--- src/rtl/song_sequencer.sv ---
// song_sequencer
//   Autoplay controller for the piano tone path. Steps through a 32-entry
//   melody ROM (Ode to Joy) and drives a one-hot note select into the tone-clock
//   mux. A non-zero switch pattern pre-empts the sequence and freezes it.
//
// Ports
//   CLK       in   system clock, all logic on the rising edge
//   RESET_N   in   synchronous active-low reset
//   play      in   1-cycle pulse: start (IDLE), pause (NOTE/GAP), resume (PAUSE)
//   stop      in   1-cycle pulse: abort to IDLE and rewind to step 0 (beats play)
//   sw[7:0]   in   manual keys, bit7 = C4 ... bit0 = C5
//   note_sel  out  one-hot tone select, same mapping as sw, 0 = silence
//   note      out  sounding note code (0 rest, 1 = C4 ... 8 = C5)
//   playing   out  high in LOAD, NOTE and GAP
//   manual    out  high while the switches override the sequence
//   step      out  current ROM index
//   done      out  1-cycle pulse when the end marker is reached
//
// Handshake: play and stop are fire-and-forget pulses with no ready/ack. Each
// is acted on in the cycle it is sampled high. play while in LOAD is ignored.
// Every output is a register and reflects the inputs sampled one edge earlier.

module song_sequencer #(
    parameter int TICK_CYC = 12_500_000,
    parameter int GAP_CYC  = 1_250_000
) (
    input  logic       CLK,
    input  logic       RESET_N,
    input  logic       play,
    input  logic       stop,
    input  logic [7:0] sw,
    output logic [7:0] note_sel,
    output logic [3:0] note,
    output logic       playing,
    output logic       manual,
    output logic [4:0] step,
    output logic       done
);

    // Cycle counter must cover the longest possible note (dur = 15 ticks).
    localparam int CNT_W = $clog2(15 * TICK_CYC + 1);

    typedef enum logic [2:0] {
        S_IDLE,
        S_LOAD,
        S_NOTE,
        S_GAP,
        S_PAUSE
    } state_t;

    state_t           state_q, state_d;
    state_t           paused_q, paused_d;
    logic [4:0]       step_q, step_d;
    logic [CNT_W-1:0] cnt_q, cnt_d;
    logic [3:0]       code_q, code_d;

    logic [7:0]       sel_q, sel_d;
    logic [3:0]       note_q, note_d;
    logic             playing_q, playing_d;
    logic             manual_q, manual_d;
    logic             done_q, done_d;

    logic [7:0]       rom_e;
    logic [CNT_W-1:0] note_len;
    logic             play_hit;

    // Melody ROM, entry = {code[3:0], dur[3:0]}; dur = 0 marks the end.
    function automatic logic [7:0] rom_entry(input logic [4:0] idx);
        logic [7:0] e;
        case (idx)
            5'd0:  e = 8'h32;
            5'd1:  e = 8'h32;
            5'd2:  e = 8'h42;
            5'd3:  e = 8'h52;
            5'd4:  e = 8'h52;
            5'd5:  e = 8'h42;
            5'd6:  e = 8'h32;
            5'd7:  e = 8'h22;
            5'd8:  e = 8'h12;
            5'd9:  e = 8'h12;
            5'd10: e = 8'h22;
            5'd11: e = 8'h32;
            5'd12: e = 8'h33;
            5'd13: e = 8'h21;
            5'd14: e = 8'h24;
            5'd15: e = 8'h32;
            5'd16: e = 8'h32;
            5'd17: e = 8'h42;
            5'd18: e = 8'h52;
            5'd19: e = 8'h52;
            5'd20: e = 8'h42;
            5'd21: e = 8'h32;
            5'd22: e = 8'h22;
            5'd23: e = 8'h12;
            5'd24: e = 8'h12;
            5'd25: e = 8'h22;
            5'd26: e = 8'h32;
            5'd27: e = 8'h23;
            5'd28: e = 8'h11;
            5'd29: e = 8'h14;
            default: e = 8'h00;
        endcase
        return e;
    endfunction

    // Code n selects note_sel bit (8 - n); code 0 (or out of range) is silence.
    function automatic logic [7:0] code_to_sel(input logic [3:0] c);
        logic [7:0] s;
        case (c)
            4'd1:    s = 8'b1000_0000;
            4'd2:    s = 8'b0100_0000;
            4'd3:    s = 8'b0010_0000;
            4'd4:    s = 8'b0001_0000;
            4'd5:    s = 8'b0000_1000;
            4'd6:    s = 8'b0000_0100;
            4'd7:    s = 8'b0000_0010;
            4'd8:    s = 8'b0000_0001;
            default: s = 8'b0000_0000;
        endcase
        return s;
    endfunction

    // Highest set switch wins: the ascending loop lets higher bits overwrite.
    function automatic logic [3:0] sw_to_code(input logic [7:0] s);
        logic [3:0] c;
        c = 4'd0;
        for (int i = 0; i < 8; i++) begin
            if (s[i]) begin
                c = 4'(8 - i);
            end
        end
        return c;
    endfunction

    always_comb begin
        state_d   = state_q;
        paused_d  = paused_q;
        step_d    = step_q;
        cnt_d     = cnt_q;
        code_d    = code_q;
        done_d    = 1'b0;
        rom_e     = rom_entry(step_q);
        note_len  = CNT_W'(rom_e[3:0]) * CNT_W'(TICK_CYC) - CNT_W'(GAP_CYC);
        play_hit  = play && (state_q != S_LOAD);

        if (stop) begin
            state_d = S_IDLE;
            step_d  = 5'd0;
            cnt_d   = '0;
        end else if (play_hit) begin
            // Play transitions are taken even under manual override; the
            // counter is left untouched so a pause resumes with the same count.
            case (state_q)
                S_IDLE:  state_d = S_LOAD;
                S_NOTE,
                S_GAP: begin
                    paused_d = state_q;
                    state_d  = S_PAUSE;
                end
                S_PAUSE: state_d = paused_q;
                default: state_d = state_q;
            endcase
        end else if (sw == 8'd0) begin
            // Normal progression; skipped entirely while switches are held.
            case (state_q)
                S_LOAD: begin
                    if (rom_e[3:0] == 4'd0) begin
                        state_d = S_IDLE;
                        step_d  = 5'd0;
                        cnt_d   = '0;
                        done_d  = 1'b1;
                    end else begin
                        state_d = S_NOTE;
                        cnt_d   = note_len;
                        code_d  = rom_e[7:4];
                    end
                end
                S_NOTE: begin
                    if (cnt_q <= CNT_W'(1)) begin
                        state_d = S_GAP;
                        cnt_d   = CNT_W'(GAP_CYC);
                    end else begin
                        cnt_d = cnt_q - CNT_W'(1);
                    end
                end
                S_GAP: begin
                    if (cnt_q <= CNT_W'(1)) begin
                        state_d = S_LOAD;
                        step_d  = step_q + 5'd1;
                        cnt_d   = '0;
                    end else begin
                        cnt_d = cnt_q - CNT_W'(1);
                    end
                end
                default: state_d = state_q;
            endcase
        end

        // Outputs are computed from the next state so they are registered
        // alongside it.
        manual_d = (sw != 8'd0);
        if (manual_d) begin
            note_d = sw_to_code(sw);
        end else if (state_d == S_NOTE) begin
            note_d = code_d;
        end else begin
            note_d = 4'd0;
        end
        sel_d     = code_to_sel(note_d);
        playing_d = (state_d == S_LOAD) || (state_d == S_NOTE) || (state_d == S_GAP);
    end

    always_ff @(posedge CLK) begin
        if (!RESET_N) begin
            state_q   <= S_IDLE;
            paused_q  <= S_IDLE;
            step_q    <= 5'd0;
            cnt_q     <= '0;
            code_q    <= 4'd0;
            sel_q     <= 8'd0;
            note_q    <= 4'd0;
            playing_q <= 1'b0;
            manual_q  <= 1'b0;
            done_q    <= 1'b0;
        end else begin
            state_q   <= state_d;
            paused_q  <= paused_d;
            step_q    <= step_d;
            cnt_q     <= cnt_d;
            code_q    <= code_d;
            sel_q     <= sel_d;
            note_q    <= note_d;
            playing_q <= playing_d;
            manual_q  <= manual_d;
            done_q    <= done_d;
        end
    end

    assign note_sel = sel_q;
    assign note     = note_q;
    assign playing  = playing_q;
    assign manual   = manual_q;
    assign step     = step_q;
    assign done     = done_q;

endmodule

--- config.mk ---
export PLATFORM = sky130hd
export DESIGN_NAME = song_sequencer
export DESIGN_NICKNAME = d
export VERILOG_FILES = /design/src/rtl/song_sequencer.sv
export SDC_FILE = /design/constraint.sdc
export NUM_CORES = 1
export LEC_CHECK = 0
export CORE_MARGIN = 5
export CORE_UTILIZATION = 32
export DETAILED_ROUTE_END_ITERATION = 10
export GPL_TIMING_DRIVEN = 0
export PLACE_DENSITY = 0.57
export SLEW_MARGIN = 5
export SYNTH_ARGS = -nofsm -noshare
export SYNTH_HDL_FRONTEND = slang
export SYNTH_SLANG_ARGS = --single-unit
--- constraint.sdc ---
create_clock -name CLK -period 6.3 [get_ports CLK]
set_clock_uncertainty 0.15 [all_clocks]
set_input_delay 1.26 -clock CLK [delete_from_list [all_inputs] [get_ports CLK]]
set_output_delay 1.26 -clock CLK [all_outputs]
set_load 0.005 [all_outputs]
==> run metrics <==
CP endpoint kind flip-flop; Final Non-Filler Cells 840; Clock Tree Buf Depth 2; die width 133 um; Hold Path Depth 2; CTS tree done; maximum VDD drop 0.119 mV; pwr dens 179 mW/mm2; commonest cells after routing, fill and taps aside 64 x dfxtp_1, 50 x a21oi_1, 42 x nor3_1, 40 x o21ai_0, 39 x nor2_1; worst-path fanout max 7; Worst-path clk slew 0.05 ns; final HPWL from detailed placement 10700 um; WHS Endpoint paused_q[2]; initial antenna violation count 0; min-delay worst type flip-flop to flip-flop; outcome finished clean; library cells used by synthesis 80; grt ovf 0; Initial Util 32.9%; final net count 691; Core Area 0.0146 mm2; worst reg2reg setup slack 1.80 ns; FP Rows 44; RSZ-0062 raised after global routing no; CTS root buf clkbuf_16; DRC 0; first-pass GRT wire length 23400 um; WS Path Type input pin to flip-flop; dpl cells 824; area grow syn2layout 17.5%; total number of vias 4846; vias in the first global route 4556; die area 0.0176 mm2; Setup WS pre-CTS 1.31 ns; 1st-iter DRT viols 367; ant diodes 0; maximum clock rate 213 MHz; HP Start paused_q[2]; commonest non-fill, non-tap cell in the layout dfxtp_1; Post-Syn Area 0.00482 mm2; final wirelength 14300 um; EDFF count, synth 0; gp weighted congestion 0.894; WP data required 6.36 ns; synth warn 0; Pins Over Slew Limit 0; clk_lat worst skew 0.34 ns; max cap viols 0; register area share after synthesis 26.6%; Sink Count 64; Static Leakage 0.00215 uW; Yosys reg bits 64; Syn Nets 651; final setup fails 0; Worst slew margin 41.5%; period utilization 74.4%; Die Y 133 um; syn_area_per_cell 7.89 um2; startpoint type of the worst setup path input pin; post-CTS setup buffer count 0; cts hold-fix bufs 0; Cells after Synth 611; TritonCTS Buffers 9; vias per cell 5.77; final worst slack 1.61 ns; Slew @ Worst Pin 0.870 ns; post-CTS sizing 0; fin crit period 4.69 ns; Fin. Hold Viols 0; Multi-input gate area 0.00332 mm2; H-tree depth 3; post-route antenna net violation count 0; routed length per placed instance 17.0 um; io pins 32; Worst R2R End cnt_q[26]; Register Area 0.00128 mm2; TNS Setup 0 ns; worst reg2reg path depth 13; Layout fillers 1529; main flop type after synthesis dfxtp_1; Port Buffers 29; share of cells above drive strength 1 7.32%; GRT Overall Usage 16.0%; drt first pass iters 5; Async SR Flop Fraction 0%; launch point of the worst reg-to-reg path rom_e[2]; CP arrival 4.75 ns; largest net degree at the start of global routing 12
-- layout make-up --
class | count | area share, %
sequential | 64 | 22.6
inverter | 28 | 1.90
clock buffer | 11 | 4.28
multi-input combinational | 489 | 58.5
buffer | 30 | 2.08
timing repair buffer | 29 | 5.12
tap | 184 | 4.06
clock inverter | 5 | 1.41
-- report_power, final --
part / switching (uW) / internal, uW
Sequential: 1.56 / 409
Combinational: 34.3 / 23.7
Clock: 189 / 356
-- flip-flops by register name, indices dropped and copies added, names as in the netlist --
register,cells
playing,1
manual,1
rom_e,6
code_q,4
state_q,3
step,5
note,4
cnt_q,28
paused_q,3
note_sel,8
done,1
-- worst max path at each step --
stage,startpoint,endpoint,slack [ns],depth (start not counted)
5_1_grt,rom_e[2],cnt_q[22],1.33,13
4_1_cts,sw[5],rom_e[4],1.64,12
2_1_floorplan,sw[5],rom_e[4],2.26,11
3_3_place_gp,sw[5],rom_e[4],1.34,12
6_report,sw[5],rom_e[4],1.61,12
3_5_place_dp,sw[5],rom_e[4],1.31,12
-- synth_stat cells, types with 5 or more instances --
cell type	count	area, um2
nand2_1	31	116
clkbuf_1	26	97.6
inv_1	26	97.6
o21ai_0	40	200
or2_2	5	31.3
xor2_1	8	70.1
a21oi_1	50	250
a21boi_0	6	45.0
nand3_1	16	80.1
o211ai_1	9	67.6
mux2i_1	6	60.1
nor2b_1	10	62.6
xnor2_1	16	140
a211oi_1	8	60.1
or3_1	10	62.6
nor3_1	42	210
o22ai_1	6	37.5
dfxtp_1	64	1280
nor2_1	39	146
and2_1	11	68.8
ha_1	27	338
a21o_1	7	52.6
and3_1	9	56.3
o211a_1	5	50.1
nor4_1	18	113
nand4_1	6	37.5
or4_1	7	52.6
a31oi_1	11	68.8
nand2b_1	5	31.3
-- metal layers --
layer	track usage [%]	share of wire, %	up-vias
met1	21.0	46	2273
li1	-	-	2399
met4	4.62	1.4	0
met5	0	0	-
met2	27.0	47	157
met3	3.00	5.4	17
-- critical path, stage by stage --
cell	delay, ns
clkdlybuf4s50_1	0.43
or3_1	0.37
clkbuf_1	0.19
nor4_2	0.55
nand3_1	0.22
or3_1	0.40
a21oi_1	0.39
inv_1	0.12
ha_1	0.34
o21ai_0	0.10
nand3_1	0.10
a211o_1	0.28
-- cell families after synthesis --
group,count (synthesis),synth area share [%]
adders and majority gates,28,7.42
muxes,6,1.25
xor gates and xnor gates,24,4.36
DFF,64,26.6
and+or+nand+nor,232,27.1
AOI/OAI and AO/OA,199,28.7
buffers and inverters,58,4.67
-- through the flow --
step / cell area [um2] / power [uW] / util (%) / hold slack, ns
CTS: 5670 / 1020 / 38.7 / 0.289
finish: 5670 / 1010 / 38.7 / 0.287
global route: 5670 / 1040 / 38.7 / 0.306
floorplan: 4820 / 452 / - / 0.255
detailed placement: 5340 / 476 / 36.5 / 0.278
global placement: 5340 / 476 / 36.5 / 0.268
No activity file was read; power rests on OpenSTA's default activity.
